<file path="src/rtl/fetch_decode_ctrl.sv">
// Program counter, instruction register and decode stage feeding the register file.
// Each instruction takes two cycles: FETCH latches the word, DECODE presents registered controls.
module fetch_decode_ctrl #(
  parameter int PC_W = 10
) (
  input  logic            clk,
  input  logic            rst_n,
  input  logic            start,
  input  logic            zero_in,
  input  logic [8:0]      instr_in,
  output logic [PC_W-1:0] instr_addr,
  output logic [2:0]      reg_dest,
  output logic [2:0]      reg_src,
  output logic [2:0]      reg_write,
  output logic [7:0]      immediate,
  output logic            mode,
  output logic            lea,
  output logic            write_enable,
  output logic            regToReg,
  output logic            memToReg,
  output logic            busy,
  output logic            done
);

  typedef enum logic [1:0] {IDLE, FETCH, DECODE, HALTED} state_t;

  localparam logic [2:0] OP_MOV  = 3'b000;
  localparam logic [2:0] OP_MOVI = 3'b001;
  localparam logic [2:0] OP_LD   = 3'b010;
  localparam logic [2:0] OP_LEA  = 3'b011;
  localparam logic [2:0] OP_ADD  = 3'b100;
  localparam logic [2:0] OP_SUB  = 3'b101;
  localparam logic [2:0] OP_BNZ  = 3'b110;
  localparam logic [2:0] OP_HALT = 3'b111;

  // Branch arithmetic is done at least 6 bits wide so narrow PCs still wrap correctly.
  localparam int EW = (PC_W > 6) ? PC_W : 6;

  state_t          state_q, state_d;
  logic [PC_W-1:0] pc_q, pc_d;
  logic [8:0]      ir_q, ir_d;
  logic [2:0]      reg_dest_q, reg_dest_d;
  logic [2:0]      reg_src_q, reg_src_d;
  logic [2:0]      reg_write_q, reg_write_d;
  logic [7:0]      immediate_q, immediate_d;
  logic            mode_q, mode_d;
  logic            lea_q, lea_d;
  logic            write_enable_q, write_enable_d;
  logic            reg_to_reg_q, reg_to_reg_d;
  logic            mem_to_reg_q, mem_to_reg_d;

  logic [2:0]      fetch_op;
  logic [EW-1:0]   off_ext;
  logic [EW-1:0]   branch_sum;
  logic [PC_W-1:0] pc_inc;

  assign fetch_op   = instr_in[8:6];
  assign off_ext    = EW'($signed(ir_q[5:0]));
  assign branch_sum = EW'(pc_q) + off_ext;
  assign pc_inc     = pc_q + PC_W'(1);

  always_comb begin
    state_d        = state_q;
    pc_d           = pc_q;
    ir_d           = ir_q;
    reg_dest_d     = 3'd0;
    reg_src_d      = 3'd0;
    reg_write_d    = 3'd0;
    immediate_d    = 8'd0;
    mode_d         = 1'b0;
    lea_d          = 1'b0;
    write_enable_d = 1'b0;
    reg_to_reg_d   = 1'b0;
    mem_to_reg_d   = 1'b0;

    case (state_q)
      IDLE, HALTED: begin
        if (start) begin
          state_d = FETCH;
          pc_d    = '0;
        end
      end
      FETCH: begin
        // Controls are decoded from the ROM word now so they are registered for DECODE.
        ir_d        = instr_in;
        state_d     = DECODE;
        reg_dest_d  = instr_in[5:3];
        reg_write_d = instr_in[5:3];
        reg_src_d   = instr_in[2:0];
        immediate_d = {5'b0, instr_in[2:0]};
        case (fetch_op)
          OP_MOV:  begin reg_to_reg_d = 1'b1; write_enable_d = 1'b1; end
          OP_MOVI: begin reg_to_reg_d = 1'b1; mode_d = 1'b1; write_enable_d = 1'b1; end
          OP_LD:   begin mem_to_reg_d = 1'b1; write_enable_d = 1'b1; end
          OP_LEA:  begin lea_d = 1'b1; write_enable_d = 1'b1; end
          OP_ADD, OP_SUB: write_enable_d = 1'b1;
          default: ;
        endcase
      end
      DECODE: begin
        state_d = FETCH;
        case (ir_q[8:6])
          OP_BNZ:  pc_d = zero_in ? pc_inc : branch_sum[PC_W-1:0];
          OP_HALT: state_d = HALTED;
          default: pc_d = pc_inc;
        endcase
      end
      default: state_d = IDLE;
    endcase
  end

  always_ff @(posedge clk or negedge rst_n) begin
    if (!rst_n) begin
      state_q        <= IDLE;
      pc_q           <= '0;
      ir_q           <= '0;
      reg_dest_q     <= '0;
      reg_src_q      <= '0;
      reg_write_q    <= '0;
      immediate_q    <= '0;
      mode_q         <= 1'b0;
      lea_q          <= 1'b0;
      write_enable_q <= 1'b0;
      reg_to_reg_q   <= 1'b0;
      mem_to_reg_q   <= 1'b0;
    end else begin
      state_q        <= state_d;
      pc_q           <= pc_d;
      ir_q           <= ir_d;
      reg_dest_q     <= reg_dest_d;
      reg_src_q      <= reg_src_d;
      reg_write_q    <= reg_write_d;
      immediate_q    <= immediate_d;
      mode_q         <= mode_d;
      lea_q          <= lea_d;
      write_enable_q <= write_enable_d;
      reg_to_reg_q   <= reg_to_reg_d;
      mem_to_reg_q   <= mem_to_reg_d;
    end
  end

  assign instr_addr   = pc_q;
  assign reg_dest     = reg_dest_q;
  assign reg_src      = reg_src_q;
  assign reg_write    = reg_write_q;
  assign immediate    = immediate_q;
  assign mode         = mode_q;
  assign lea          = lea_q;
  assign write_enable = write_enable_q;
  assign regToReg     = reg_to_reg_q;
  assign memToReg     = mem_to_reg_q;
  assign busy         = (state_q == FETCH) || (state_q == DECODE);
  assign done         = (state_q == HALTED);

endmodule

</file>
<file path="config.mk">
export PLATFORM = sky130hd
export DESIGN_NAME = fetch_decode_ctrl
export DESIGN_NICKNAME = d
export VERILOG_FILES = /design/src/rtl/fetch_decode_ctrl.sv
export SDC_FILE = /design/constraint.sdc
export NUM_CORES = 1
export LEC_CHECK = 0
export BUFFER_PORTS_ARGS = -buffer_cell sky130_fd_sc_hd__clkbuf_2
export CAP_MARGIN = 40
export CORE_MARGIN = 1
export CORE_UTILIZATION = 50
export CTS_BUF_LIST = sky130_fd_sc_hd__clkbuf_2
export CTS_CLUSTER_SIZE = 28
export DETAILED_ROUTE_END_ITERATION = 8
export GPL_TIMING_DRIVEN = 0
export PLACE_DENSITY_LB_ADDON = 0.3
export SETUP_SLACK_MARGIN = 0.05
export SYNTH_ARGS = -nofsm -noshare
export SYNTH_HDL_FRONTEND = slang
export SYNTH_SLANG_ARGS = --single-unit
</file>
<file path="constraint.sdc">
create_clock -name clk -period 6.3 [get_ports clk]
set_input_delay 0.63 -clock clk [delete_from_list [all_inputs] [get_ports clk]]
set_output_delay 0.63 -clock clk [all_outputs]
set_load 0.05 [all_outputs]
</file>
==> flow_summary.yaml, run 1 <==
drt:
  route.detailed.drc: 0
  via_per_inst: 5.316
  vias: 1563
  wl_per_cell_um: 12.16
  routed_wl_um: 3574
  drtIter0Drc: 119
  dr.pass1.iters: 6
  antenna_left: 0
logic_synthesis:
  synthArstFlopShare_pct: 100.0
  synth_top_area_share_pct: 41.86
  yosysTopAreaCell: "dfrtp_1"
  ys.flop_type: "dfrtp_1"
  yosysMostFrequentCell: "dfrtp_1"
  synth_area_sq_um: 1913
  synth_seq_area_share_pct: 41.86
  synthCells: 193
  synthDistinctLibCells: 43
  ys_top_cells_by_area: "dfrtp_1, ha_1, o21ai_0"
  ys_ff_latch: 32
  avgSynthCellArea_sq_um: 9.912
  yosys-top-cells-count: "dfrtp_1, o21ai_0, ha_1"
  yosys_warnings: 0
  synth_edf_count: 0
worst_hold_path:
  hold_class: "input pin to async pin"
timing:
  fin_ws_ns: 3.978
  hold_violations: 0
  timing.fmax_mhz: 430.6
  fin_crit_sh_pct: 36.86
  setup_tns_ns: 0
  hold_slack_ns: 0.2755
  rsz0062_at_grt: "no"
  skew_ns: 0.02409
  slew_headroom_pct: 49.44
  tightestPinTransition_ns: 0.7584
  finalSetupViolCount: 0
  drv_slew: 0
  finalCriticalPeriod_ns: 2.322
power:
  vdd_drop_max_v: 0.0003893
  p_leak_nw: 1.193
  power.density_nw_per_um2: 473.5
grt:
  antenna_found_initial: 0
  grt_pass1_wl_um: 6120
  grt_max_degree: 33
  grt_pass1_vias: 1376
  grt_usage_pct: 19.43
  overflow: 0
floorplan:
  die_area_sq_um: 4077
  core_sq_um: 3661
  num_io_pins: 47
  initial_utilization_pct: 52.26
  row_count: 22
  die_x_um: 63.86
  die_y_um: 63.86
clock_network:
  cts-htree-levels: 2
  cts_setup_buffers: 0
  cts.clk_slew.worst_paths_ns: 0.18
  cts.hold.buffers_added: 0
  clock-root-buffer: "clkbuf_2"
  clkLatencyLatePin_ns: 0.38
  cts_sinks: 32
  cts_buffers: 5
  cts_resized: 0
  clockBufferDepth: 2
  cts_tree: "yes"
setup_path:
  crit_type: "flip-flop to flip-flop"
  crit_path_end_kind: "flip-flop"
  cp_num_buf_inv: 1
  cp.required_ns: 6.57
  worst_path_max_delay_cell: "dfrtp_1"
  worstSetupStartpointType: "flip-flop"
  critPathTopFamily: "compound AO/OA/AOI/OAI gates"
  worstPathCellList: "ha_1, inv_1, fa_1, nor2b_4, o31a_1, or4_1, a31oi_1, xor2_1, o21ai_1"
  max_stage_delay_ns: 0.47
  path_max_fanout: 6
  arrival_ns: 2.59
finish:
  nets: 273
  design_area_sq_um: 2258
  antenna_cells: 0
  fillers: 333
  synthToLayoutAreaGrowth_pct: 18.05
  drive_above_1_share_pct: 27.24
outcome:
  status: "finished clean"
placement:
  pre_cts_ws_ns: 3.987
  gp_congestion: 0.7983
  hpwl_um: 2798
  numPortBuffers: 41
  dpl-instance-area_sq_um: 2193
job:
  maxCapViolCount: 0
layer usage:
metal / track usage (%) / vias to the layer above / part of all wire, % / wire length [um]
met4: 7.386 / 0 / 0.76 / 27
met2: 30.98 / 52 / 45 / 1622
met5: 0 / - / 0 / 0
met3: 4.643 / 4 / 5.3 / 188
li1: - / 799 / - / -
met1: 25.40 / 708 / 49 / 1736
flip-flops by register name (all words and copies together), names as in the netlist:
name,flops
ir_q,9
write_enable,1
memToReg,1
instr_addr,10
regToReg,1
mode,1
state_q,2
immediate,3
lea,1
reg_write,3
placed cells by master (no fill, tap or decap), types with 2 or more instances in the layout:
cell type / n
a211oi_1: 3
a21o_1: 7
a21oi_1: 7
a22o_1: 2
a31oi_1: 3
and2_1: 7
and3_1: 6
buf_4: 11
buf_6: 2
clkbuf_2: 47
conb_1: 5
dfrtp_1: 32
ha_1: 14
inv_1: 7
mux2_2: 3
nand2_1: 13
nand2b_1: 3
nand3_1: 6
nor2_1: 7
nor3_1: 2
o211ai_1: 7
o21a_1: 3
o21ai_0: 19
o21ai_1: 2
o31a_1: 2
or4_1: 2
xor2_1: 5
report_power, final:
group          switching (mW)  internal, mW
Combinational           0.404         0.205
Clock                  0.0702        0.0683
Sequential             0.0547         0.267
cells by family (layout without fill, tap and decap cells):
family | Yosys count | in the layout | synth area share [%]
buf+inv | 22 | 71 | 7.259
xor+xnor | 6 | 6 | 2.747
compound gates | 60 | 60 | 20.34
mux | 3 | 3 | 1.766
simple gates | 54 | 54 | 15.63
flops | 32 | 32 | 41.86
fa+ha+maj | 15 | 15 | 10.20
other cells | 1 | 5 | 0.1960
layout make-up:
class,instances,area [sq um],area share [%]
flip-flops and latches,32,800.8,35.46
plain buffers,14,108.9,4.820
multi-input cells,143,988.4,43.77
clock buffers,6,30.03,1.330
inverters,8,30.03,1.330
well taps,48,60.06,2.659
clock inverters,2,35.03,1.551
repair buffers,41,205.2,9.086
metrics by stage:
step                      std cells  total power, mW  utilization (%)
after detailed placement        286           0.9367            59.91
after global routing            294            1.145            61.69
after global placement          286           0.9238            59.91
final                           294            1.069            61.69
after CTS                       294            1.075            61.69
after floorplan                 197           0.8083                -
final timing paths:
check                           depth (start not counted)                       from                         to  slack (ns)
worst max-delay path                                    9  instr_addr[0]$_DFFE_PN0P_  instr_addr[8]$_DFFE_PN0P_        3.98
worst min-delay path                                    1                      rst_n     immediate[2]$_DFF_PN0_        0.28
worst max register to register                          9  instr_addr[0]$_DFFE_PN0P_  instr_addr[8]$_DFFE_PN0P_        3.98
worst min register to register                          1        ir_q[3]$_DFFE_PN0P_        ir_q[3]$_DFFE_PN0P_        0.50
max in group asynchronous                               1                      rst_n     write_enable$_DFF_PN0_        5.53
min in group clk                                        2                instr_in[6]         memToReg$_DFF_PN0_        0.46
No activity file was read; power rests on OpenSTA's default activity.
==> run 2: changes to the inputs <==
clock period = 2.05 ns   (was 6.3 ns; I/O delays follow)
==> run 2 against run 1 <==
Combinational power increased to 3.4 times the previous value; hold slack got worse by 0.25 ns; cell count increased by 3.7%; non-clock buffer count increased by 11; clock power increased to 3.0 times the previous value; power increased to 3.3 times the previous value; sequential power increased to 3.1 times the previous value; the flow now finishes with violations (negative setup slack); critical endpoint unchanged; clock skew decreased by 0.014 ns; global-route usage increased by 1.4 points; routed wire length increased by 11%.
==> flow_summary.yaml, run 2 (synthesis gave the netlist of run 1 again) <==
drt:
  route.detailed.drc: 0
  routed_wl_um: 3984
  drtIter0Drc: 83
  antenna_left: 0
  vias: 1604
  via_per_inst: 5.259
  dr.pass1.iters: 6
  wl_per_cell_um: 13.06
finish:
  synthToLayoutAreaGrowth_pct: 25.05
  largest_reg_flops: 10
  nets: 284
  design_area_sq_um: 2392
  drive_above_1_share_pct: 33.46
  fin_cells: 305
  layout_common_cells: "clkbuf_2, dfrtp_1, buf_4"
  layout.cells.most_common: "clkbuf_2"
  antenna_cells: 0
  final_core_util_pct: 65.35
timing:
  finalCriticalPeriod_ns: 2.163
  fin_ws_ns: -0.1127
  finalSetupViolCount: 2
  skew_ns: 0.009718
  rsz0062_at_grt: "yes"
  drv_slew: 0
  hold_violations: 0
  slew_headroom_pct: 48.16
  tightestPinTransition_ns: 0.7775
  timing.fmax_mhz: 462.4
  fin_crit_sh_pct: 105.5
floorplan:
  initial_utilization_pct: 52.26
  die_x_um: 63.86
  num_io_pins: 47
  row_count: 22
  die_y_um: 63.86
  die_area_sq_um: 4077
  core_sq_um: 3661
setup_path:
  cp.required_ns: 2.34
  r2r_start: "instr_addr[0]$_DFFE_PN0P_"
  r2r_end: "instr_addr[8]$_DFFE_PN0P_"
  rr_worst_depth: 9
  path_max_fanout: 3
  worstSetupStartpointType: "flip-flop"
  reg2reg_slack_ns: -0.11
  crit_path_end_kind: "flip-flop"
  arrival_ns: 2.45
  crit_type: "flip-flop to flip-flop"
clock_network:
  cts_buffers: 5
  cts_tree: "yes"
  cts_sinks: 32
  cts-htree-levels: 2
  clkLatencyLatePin_ns: 0.38
  cts.clk_slew.worst_paths_ns: 0.17
  clock-root-buffer: "clkbuf_2"
  clockBufferDepth: 2
placement:
  hpwl_um: 2849
  gp_congestion: 0.8306
  numPortBuffers: 41
  dpl-instance-area_sq_um: 2215
  placed_cells_incl_taps: 286
grt:
  grt_max_degree: 33
  grt_pass1_vias: 1430
  overflow: 0
  grt_pass1_wl_um: 6430
  grt_usage_pct: 20.80
  antenna_found_initial: 0
outcome:
  status: "finished, violations left"
  violations: "negative setup slack"
worst_hold_path:
  holdPathStages: 2
  worstHoldStart: "instr_in[8]"
  min_to: "memToReg$_DFF_PN0_"
  hold_class: "input pin to flip-flop"
power:
  fin_total_pwr_mw: 3.485
  vdd_drop_max_v: 0.001249
  power.density_nw_per_um2: 1457
  p_leak_nw: 1.239
job:
  maxCapViolCount: 0
==> run 2: cell count changes in the layout (fill, tap and decap cells not counted), moves of 2 or more <==
| cell | delta |
|---|---|
| clkinv_1 | +2 |
| dfrtp_1 | -5 |
| ha_1 | -2 |
| buf_4 | +9 |
| ha_4 | +2 |
| dlygate4sd3_1 | +2 |
| dfrtp_2 | +5 |
==> run 2: final cells by class <==
| type | count | area, sq um |
|---|---|---|
| Buffer | 14 | 108.9 |
| Sequential cell | 32 | 807.0 |
| Timing Repair Buffer | 52 | 292.8 |
| Inverter | 8 | 30.03 |
| Clock buffer | 5 | 25.02 |
| Tap cell | 48 | 60.06 |
| Multi-Input combinational cell | 143 | 1031 |
| Fill cell | 321 | 1269 |
| Clock inverter | 3 | 37.54 |
==> run 2: report_power, final <==
part	leakage (nW)	internal (mW)	total, mW	switching (mW)
clock	0.0380	0.199	0.418	0.220
combinational	0.792	0.736	2.07	1.33
sequential	0.409	0.826	0.996	0.170
total	1.24	1.76	3.48	1.72
==> run 2: how the worst max path moves through the flow <==
stage | start | end | slack, ns | cells past startpoint
6_report | instr_addr[0]$_DFFE_PN0P_ | instr_addr[8]$_DFFE_PN0P_ | -0.11 | 9
5_1_grt | instr_addr[1]$_DFFE_PN0P_ | instr_addr[9]$_DFFE_PN0P_ | -0.24 | 7
4_1_cts | instr_addr[0]$_DFFE_PN0P_ | instr_addr[8]$_DFFE_PN0P_ | -0.11 | 9
3_5_place_dp | instr_addr[0]$_DFFE_PN0P_ | instr_addr[8]$_DFFE_PN0P_ | -0.17 | 9
3_3_place_gp | instr_addr[0]$_DFFE_PN0P_ | instr_addr[8]$_DFFE_PN0P_ | -0.15 | 9
2_1_floorplan | instr_addr[0]$_DFFE_PN0P_ | instr_addr[8]$_DFFE_PN0P_ | -0.16 | 9
==> run 2: stage by stage <==
step                      worst slack (ns)  setup TNS [ns]  hold WS (ns)
final                              -0.1127         -0.1689       0.02931
after global routing               -0.2419         -0.4259       0.01560
after CTS                          -0.1120         -0.2092       0.01140
after detailed placement           -0.1703         -0.3049        0.3142
after global placement             -0.1537         -0.2376        0.3154
after floorplan                    -0.1647         -0.2174      -0.09059
==> run 2: routing by layer <==
metal	global-route usage (%)	vias to the layer above	wire (um)
met3	5.357	8	189
met1	25.49	736	1726
li1	-	816	-
met5	0	-	0
met2	34.31	44	2004
met4	9.091	0	63
==> run 2: what timing repair did <==
item	in CTS	in global routing
buffers inserted	4	5
setup endpoints to repair	6	5
pin swaps	2	2
endpoints found under the hold margin	33	0
hold buffers	2	0
gates resized for setup	1	5
==> run 2: critical path: stages (launching register included) <==
cell and delay (ns):
dfrtp_2 0.45, ha_4 0.17, inv_2 0.05, fa_2 0.23, nor2b_4 0.05, o31a_1 0.26
or4_1 0.41, a31oi_1 0.21, xor2_1 0.16, o21ai_1 0.07
